$ cat src/rtl/reg_file_sb_if.sv
// Operand-read, write-back, issue and stall signals of the register file.
// The master side drives them from decode/write-back; the slave side is the register file.
interface reg_file_sb_if;
   // Decode operand reads
   logic [3:0]  src1_addr;
   logic        src1_valid;
   logic [3:0]  src2_addr;
   logic        src2_valid;
   logic [31:0] pc_in;
   logic [31:0] rn_value;
   logic [31:0] rm_value;
   // Write-back port
   logic [3:0]  wb_dest;
   logic [31:0] wb_value;
   logic        wb_wb_en;
   // Issue and scoreboard control
   logic        iss_valid;
   logic [3:0]  iss_dest;
   logic        iss_wb_en;
   logic        flush;
   logic        hazard;

   modport master (
      output src1_addr, src1_valid, src2_addr, src2_valid, pc_in,
      output wb_dest, wb_value, wb_wb_en,
      output iss_valid, iss_dest, iss_wb_en, flush,
      input  rn_value, rm_value, hazard
   );

   modport slave (
      input  src1_addr, src1_valid, src2_addr, src2_valid, pc_in,
      input  wb_dest, wb_value, wb_wb_en,
      input  iss_valid, iss_dest, iss_wb_en, flush,
      output rn_value, rm_value, hazard
   );
endinterface

$ cat src/rtl/reg_file_sb.sv
// Architectural register file R0..R14 with PC on address 15, same-cycle
// write-back bypass, and a per-register pending-write counter that raises
// a decode stall when a sourced register still has writes in flight.
module reg_file_sb #(
   parameter int NREG  = 15,
   parameter int CNT_W = 2
) (
   input logic          clk,
   input logic          rst,
   reg_file_sb_if.slave bus
);

   localparam logic [3:0]       PC_ADDR = 4'd15;
   localparam logic [CNT_W-1:0] CNT_MAX = '1;
   localparam logic [CNT_W-1:0] CNT_ONE = CNT_W'(1);

   logic [31:0]      r_regs    [NREG];
   logic [CNT_W-1:0] r_cnt     [NREG];
   logic [CNT_W-1:0] w_cnt_nxt [NREG];
   logic [NREG-1:0]  w_inc;
   logic [NREG-1:0]  w_dec;
   logic [NREG-1:0]  w_pending;
   logic             w_wr_ok;
   logic [31:0]      w_rn_value;
   logic [31:0]      w_rm_value;
   logic             w_haz1;
   logic             w_haz2;

   // Address lands in storage (not the PC alias, not beyond the array)
   function automatic logic f_is_storage(input logic [3:0] a);
      return (a != PC_ADDR) && (int'(a) < NREG);
   endfunction

   // Write-back commits only to real storage; writes aimed at the PC are dropped
   assign w_wr_ok = bus.wb_wb_en && f_is_storage(bus.wb_dest);

   // Per-register increment/decrement requests and pending status
   always_comb begin
      w_inc     = '0;
      w_dec     = '0;
      w_pending = '0;
      for (int r = 0; r < NREG; r++) begin
         w_inc[r] = bus.iss_valid && bus.iss_wb_en && (bus.iss_dest == 4'(r));
         w_dec[r] = bus.wb_wb_en && (bus.wb_dest == 4'(r));
         // The last outstanding write landing now is served by the bypass
         w_pending[r] = (r_cnt[r] != '0) && !((r_cnt[r] == CNT_ONE) && w_dec[r]);
      end
   end

   // Next counter value: flush wins, inc+dec cancel, saturate up, floor at zero
   always_comb begin
      for (int r = 0; r < NREG; r++) begin
         w_cnt_nxt[r] = r_cnt[r];
         if (bus.flush) begin
            w_cnt_nxt[r] = '0;
         end else if (w_inc[r] && !w_dec[r]) begin
            if (r_cnt[r] != CNT_MAX) w_cnt_nxt[r] = r_cnt[r] + CNT_ONE;
         end else if (w_dec[r] && !w_inc[r]) begin
            if (r_cnt[r] != '0) w_cnt_nxt[r] = r_cnt[r] - CNT_ONE;
         end
      end
   end

   // Register storage write, cleared by async reset
   always_ff @(posedge clk or negedge rst) begin
      if (!rst) begin
         for (int r = 0; r < NREG; r++) r_regs[r] <= '0;
      end else if (w_wr_ok) begin
         r_regs[bus.wb_dest] <= bus.wb_value;
      end
   end

   // Pending-write counters, cleared by async reset
   always_ff @(posedge clk or negedge rst) begin
      if (!rst) begin
         for (int r = 0; r < NREG; r++) r_cnt[r] <= '0;
      end else begin
         for (int r = 0; r < NREG; r++) r_cnt[r] <= w_cnt_nxt[r];
      end
   end

   // Read port 1: PC alias, then write-back bypass, then storage
   always_comb begin
      w_rn_value = '0;
      if (bus.src1_addr == PC_ADDR)
         w_rn_value = bus.pc_in;
      else if (bus.wb_wb_en && (bus.wb_dest == bus.src1_addr))
         w_rn_value = bus.wb_value;
      else if (f_is_storage(bus.src1_addr))
         w_rn_value = r_regs[bus.src1_addr];
   end

   // Read port 2: PC alias, then write-back bypass, then storage
   always_comb begin
      w_rm_value = '0;
      if (bus.src2_addr == PC_ADDR)
         w_rm_value = bus.pc_in;
      else if (bus.wb_wb_en && (bus.wb_dest == bus.src2_addr))
         w_rm_value = bus.wb_value;
      else if (f_is_storage(bus.src2_addr))
         w_rm_value = r_regs[bus.src2_addr];
   end

   // Stall when a used source register still has a write outstanding
   always_comb begin
      w_haz1 = 1'b0;
      w_haz2 = 1'b0;
      if (bus.src1_valid && f_is_storage(bus.src1_addr))
         w_haz1 = w_pending[bus.src1_addr];
      if (bus.src2_valid && f_is_storage(bus.src2_addr))
         w_haz2 = w_pending[bus.src2_addr];
   end

   assign bus.rn_value = w_rn_value;
   assign bus.rm_value = w_rm_value;
   assign bus.hazard   = w_haz1 | w_haz2;

endmodule
$ cat src/flat_wrapper.sv
// flat-port wrapper written by rule: the top's interface ports become plain ports
module reg_file_sb_flat 
#(
   parameter int NREG  = 15,
   parameter int CNT_W = 2
)
  (clk, rst, bus_src1_addr, bus_src1_valid, bus_src2_addr, bus_src2_valid, bus_pc_in, bus_wb_dest, bus_wb_value, bus_wb_wb_en, bus_iss_valid, bus_iss_dest, bus_iss_wb_en, bus_flush, bus_rn_value, bus_rm_value, bus_hazard);
  reg_file_sb_if bus_i ();
  input logic clk;
  input logic rst;
  input wire logic [$bits(bus_i.src1_addr)-1:0] bus_src1_addr;
  input wire logic [$bits(bus_i.src1_valid)-1:0] bus_src1_valid;
  input wire logic [$bits(bus_i.src2_addr)-1:0] bus_src2_addr;
  input wire logic [$bits(bus_i.src2_valid)-1:0] bus_src2_valid;
  input wire logic [$bits(bus_i.pc_in)-1:0] bus_pc_in;
  input wire logic [$bits(bus_i.wb_dest)-1:0] bus_wb_dest;
  input wire logic [$bits(bus_i.wb_value)-1:0] bus_wb_value;
  input wire logic [$bits(bus_i.wb_wb_en)-1:0] bus_wb_wb_en;
  input wire logic [$bits(bus_i.iss_valid)-1:0] bus_iss_valid;
  input wire logic [$bits(bus_i.iss_dest)-1:0] bus_iss_dest;
  input wire logic [$bits(bus_i.iss_wb_en)-1:0] bus_iss_wb_en;
  input wire logic [$bits(bus_i.flush)-1:0] bus_flush;
  output wire logic [$bits(bus_i.rn_value)-1:0] bus_rn_value;
  output wire logic [$bits(bus_i.rm_value)-1:0] bus_rm_value;
  output wire logic [$bits(bus_i.hazard)-1:0] bus_hazard;
  assign bus_i.src1_addr = bus_src1_addr;
  assign bus_i.src1_valid = bus_src1_valid;
  assign bus_i.src2_addr = bus_src2_addr;
  assign bus_i.src2_valid = bus_src2_valid;
  assign bus_i.pc_in = bus_pc_in;
  assign bus_i.wb_dest = bus_wb_dest;
  assign bus_i.wb_value = bus_wb_value;
  assign bus_i.wb_wb_en = bus_wb_wb_en;
  assign bus_i.iss_valid = bus_iss_valid;
  assign bus_i.iss_dest = bus_iss_dest;
  assign bus_i.iss_wb_en = bus_iss_wb_en;
  assign bus_i.flush = bus_flush;
  assign bus_rn_value = bus_i.rn_value;
  assign bus_rm_value = bus_i.rm_value;
  assign bus_hazard = bus_i.hazard;
  reg_file_sb #(.NREG(NREG), .CNT_W(CNT_W)) u_core (.clk(clk), .rst(rst), .bus(bus_i));
endmodule
$ cat config.mk
export PLATFORM = sky130hd
export DESIGN_NAME = reg_file_sb_flat
export DESIGN_NICKNAME = d
export VERILOG_FILES = /design/src/rtl/reg_file_sb_if.sv /design/src/rtl/reg_file_sb.sv /design/src/flat_wrapper.sv
export SDC_FILE = /design/constraint.sdc
export NUM_CORES = 1
export LEC_CHECK = 0
export ABC_CLOCK_PERIOD_IN_PS = 3250
export BUFFER_PORTS_ARGS = -buffer_cell sky130_fd_sc_hd__buf_2
export CAP_MARGIN = 15
export CORE_ASPECT_RATIO = 0.5
export CORE_MARGIN = 3
export CORE_UTILIZATION = 40
export CTS_BUF_LIST = sky130_fd_sc_hd__clkbuf_2 sky130_fd_sc_hd__clkbuf_4 sky130_fd_sc_hd__clkbuf_8
export DETAILED_ROUTE_END_ITERATION = 8
export REMOVE_ABC_BUFFERS = 1
export SETUP_SLACK_MARGIN = 0.02
export SLEW_MARGIN = 20
export SYNTH_ARGS = -nofsm -noshare
export SYNTH_HDL_FRONTEND = slang
export SYNTH_SLANG_ARGS = --single-unit
$ cat constraint.sdc
create_clock -name clk -period 3.25 [get_ports clk]
set_input_delay 0.325 -clock clk [delete_from_list [all_inputs] [get_ports clk]]
set_output_delay 0.325 -clock clk [all_outputs]
set_load 0.05 [all_outputs]
==> run summary <==
The clock sink total came out at 510. The depth of the critical timing path with buffers and inverters included came out at 7. In the final timing run, aggregate negative setup slack is 0 ps. The number of endpoints with negative hold slack in the final report is 0. The number of design rule violations left after detail routing came out at 0. The sum of internal, switching and leakage power is 0.0211 W. By area the synthesized netlist is led by dfrtp_1 43%, mux4_2 19%, mux2_2 16%.

The total wirelength of the detailed-routed design is 87900 µm. Entering global routing, the biggest net connects 85 pins. The worst path in the final design needs a cycle of 3080 ps, including I/O delays and setup. The sequential fraction of design power is 0.420. The die outline width is 391 µm. The worst register-to-register path begins at u_core.r_cnt[4]. The final cycle utilization of the critical path came out at 0.948.

In this run the remaining antenna-violating nets after routing total 0. The worst-skew pair later-pin latency is 690 ps. The cell leakage power came out at 14.7 nW. Measured in cells, the most critical reg-to-reg path has a length of 6.

The critical path class is reg2out. In this run the critical register-to-register path is captured at u_core.r_cnt[4]. Yosys printed 0 warnings. The routed length per instance is 25.3 µm. The core region is 72300 µm². Among cell families on the critical path, the largest total delay comes from compound AO/OA/AOI/OAI gates. The number of design-rule violations left by the first detailed-router iteration came out at 1676.

The final cell utilization of the core came out at 0.475. The critical path ends at bus_hazard. The worst voltage drop across the vdd grid is 336 µV. The worst endpoint data arrival time is 2760 ps. The worst hold path class is in2reg.

The routed via count is 20.4k. The critical path required time came out at 2920 ps. Summed over all layers, the global routing overflow is 0. The net switching fraction of the power is 0.315. The die height came out at 199 µm.

TritonCTS built the clock tree. Sorting the synthesized cells by how often they occur yields 510 x dfrtp_1, 423 x mux2_2, 262 x nand2_1, 257 x mux4_2, 132 x mux2i_1. The setup skew after layout is 2.72 ps. The share of synthesized flip-flops with an asynchronous set or reset is 1.00.

The gate count after technology mapping came out at 2276. The largest single stage delay on the critical path is 400 ps. Max-cap violations in this run came to 0. The non-filler instance count after layout came out at 3477. The slack of the worst reg-to-reg path came out at 1570 ps.

The portion of the post-synthesis area used by sequential elements came out at 0.430. The filler cells instantiated in the layout total 6356. The initial antenna violation count is 2. The critical path goes through inv_1 -> ha_1 -> a31o_2 -> o221a_2 -> o311a_1 -> o32ai_4 -> buf_6.

At the pin with the least slew margin, the transition time is 907 ps. The first global-routing pass estimated 134000 µm of wire. The via count of the first global-routing pass came to 21.2k.

The overall fraction of global-route tracks in use came out at 0.230. The number of enable-type register cells in the synthesized netlist is 0. The initial standard-cell utilization of the core is 0.411. The per-cell via count in the routed design is 5.88. Setup repair after global routing left no endpoint under its margin. For this design the top-level I/O count stands at 153. The worst setup path is captured at an output port. The number of slew-limit violations in the final report is 0. The row count came out at 69. The maximum clock insertion buffer count came out at 3. The layout cell share with drive strength beyond 1 is 0.447. The layout overhead on the synthesized area came out at 15.6%.

The worst setup path is launched from a flop. The wire-length estimate of the detail-placed layout is 52000 µm. The number of distinct library cell variants in the gate-level netlist after synthesis came out at 52. Input and output buffers added on the ports amount to 152.

The net load switching power is 0.00666 W. The flip-flop and latch count after synthesis is 510. The clock network fraction of total power came out at 0.298. The most frequently used flop master after synthesis is dfrtp_1.

Of all nets on the critical path, the largest fanout is 5. The headroom to the max-slew limit is 0.396. The mean instance size in the synthesized netlist came out at 13.0 µm². Yosys instantiated no cell more often than dfrtp_1. The number of diodes came out at 0.

The number of buffers and inverters on the critical path came out at 2. The number of buffers created by CTS came out at 82. The die footprint is 77700 µm².

The flow ran to the end, and the final reports show no timing, DRC or antenna violations. The net count of the finished layout is 2587. The highest achievable clock rate is 325 MHz. The cell area that synthesis handed to floorplanning was 29700 µm². The power per standard cell area is 615 nW/µm². The design internal power came out at 0.0145 W.

Of the total power, combinational logic draws 0.282. Setup violations remaining at the end of the flow were counted as 0. The highest-delay cell along the critical path is dfrtp_2. The total placed cells including tap cells came out at 3293. The leading area contributor after synthesis is dfrtp_1. The iteration count of the initial detailed-routing pass came out at 6. The weighted congestion at the end of routability-driven global placement is 0.809. The tree is rooted in a clkbuf_8. Clock-pin slew was measured on the worst setup and hold paths at 60 ps. The share of the synthesized area in the top cell type is 0.430. The number of levels the H-tree was split into came out at 3.

In this run the worst setup path begins at u_core.r_cnt[26].
-- per-layer routing --
metal	GRT usage	up-vias	routed length, µm
met2	0.367	635	41400
met5	0	-	13
met4	0.0578	2	1940
met1	0.331	10800	39800
met3	0.0355	145	4840
li1	-	8843	-
-- kinds of logic after synthesis --
group | share of synthesized area
multiplexers | 0.400
flip-flops | 0.430
AND/OR/NAND/NOR | 0.0633
buffers and inverters | 0.0371
AO/OA/AOI/OAI | 0.0433
adder cells (fa/ha/maj) | 0.0190
XOR/XNOR | 0.00738
-- state kept, by name (all words and copies together), names as in the netlist --
| name | flops |
|---|---|
| u_core.r_cnt | 30 |
| u_core.r_regs | 480 |
-- through the flow --
step | area (µm²) | hold slack [ps] | setup slack [ps]
floorplan | 28700 | 29.4 | -209
global placement | 32100 | 418 | 351
detailed placement | 32100 | 410 | 350
CTS | 34300 | 164 | 39.1
global route | 34300 | 207 | 17.4
finish | 34300 | 216 | 169
-- tightest hold or removal path: cells and delay by family --
kind	cells	cell delay, ps
AO/OA/AOI/OAI	2	190
AND/OR/NAND/NOR	2	200
buffers and inverters	1	140
-- area by class of cell --
cell class                 count  area, µm²  area share
multi-input combinational   1526      16000       0.465
sequential                   510      12800       0.372
timing repair buffer         296       2410      0.0701
clock buffer                 125       1620      0.0472
tap                          958       1200      0.0349
clock inverter                24        240     0.00700
inverter                      38        143     0.00416
-- how the worst min path moves through the flow --
stage / startpoint / to / slack, ps / cells past startpoint
2_1_floorplan: rst / u_core.r_cnt[0] / 30 / 0
3_3_place_gp: rst / u_core.r_regs[112] / 420 / 1
3_5_place_dp: rst / u_core.r_regs[191] / 410 / 1
4_1_cts: bus_iss_dest[3] / u_core.r_cnt[3] / 160 / 5
5_1_grt: bus_flush / u_core.r_cnt[15] / 210 / 2
6_report: bus_iss_dest[3] / u_core.r_cnt[3] / 220 / 5
-- cell usage in the layout, fill, tap and decap left out, drive strengths merged, types with 17 or more instances in the layout --
cell type,count
dfrtp,510
mux2,423
nand2,262
buf,261
mux4,257
mux2i,132
clkbuf,127
nor2,102
a21oi,76
ha,45
inv,39
o21ai,38
dlygate4sd3,33
o2bb2ai,32
nor3,27
xnor2,18
clkinv,17
-- what timing repair did --
item                       in CTS  in global routing
hold buffers                   33                  0
setup endpoints to repair       1                  1
pin swaps                       0                  2
buffers inserted                0                  2
hold endpoints to repair      134                  0
resized for setup               3                  7
-- power by group through the flow --
stage                     clock network, W  logic, W  registers, W
after detailed placement                 0   0.00596       0.00893
after global placement                   0   0.00585       0.00886
after global routing               0.00670   0.00641       0.00905
final                              0.00629   0.00596       0.00886
after CTS                          0.00642   0.00601       0.00882
after floorplan                          0   0.00438       0.00857
Power figures use the tool's default switching activity.
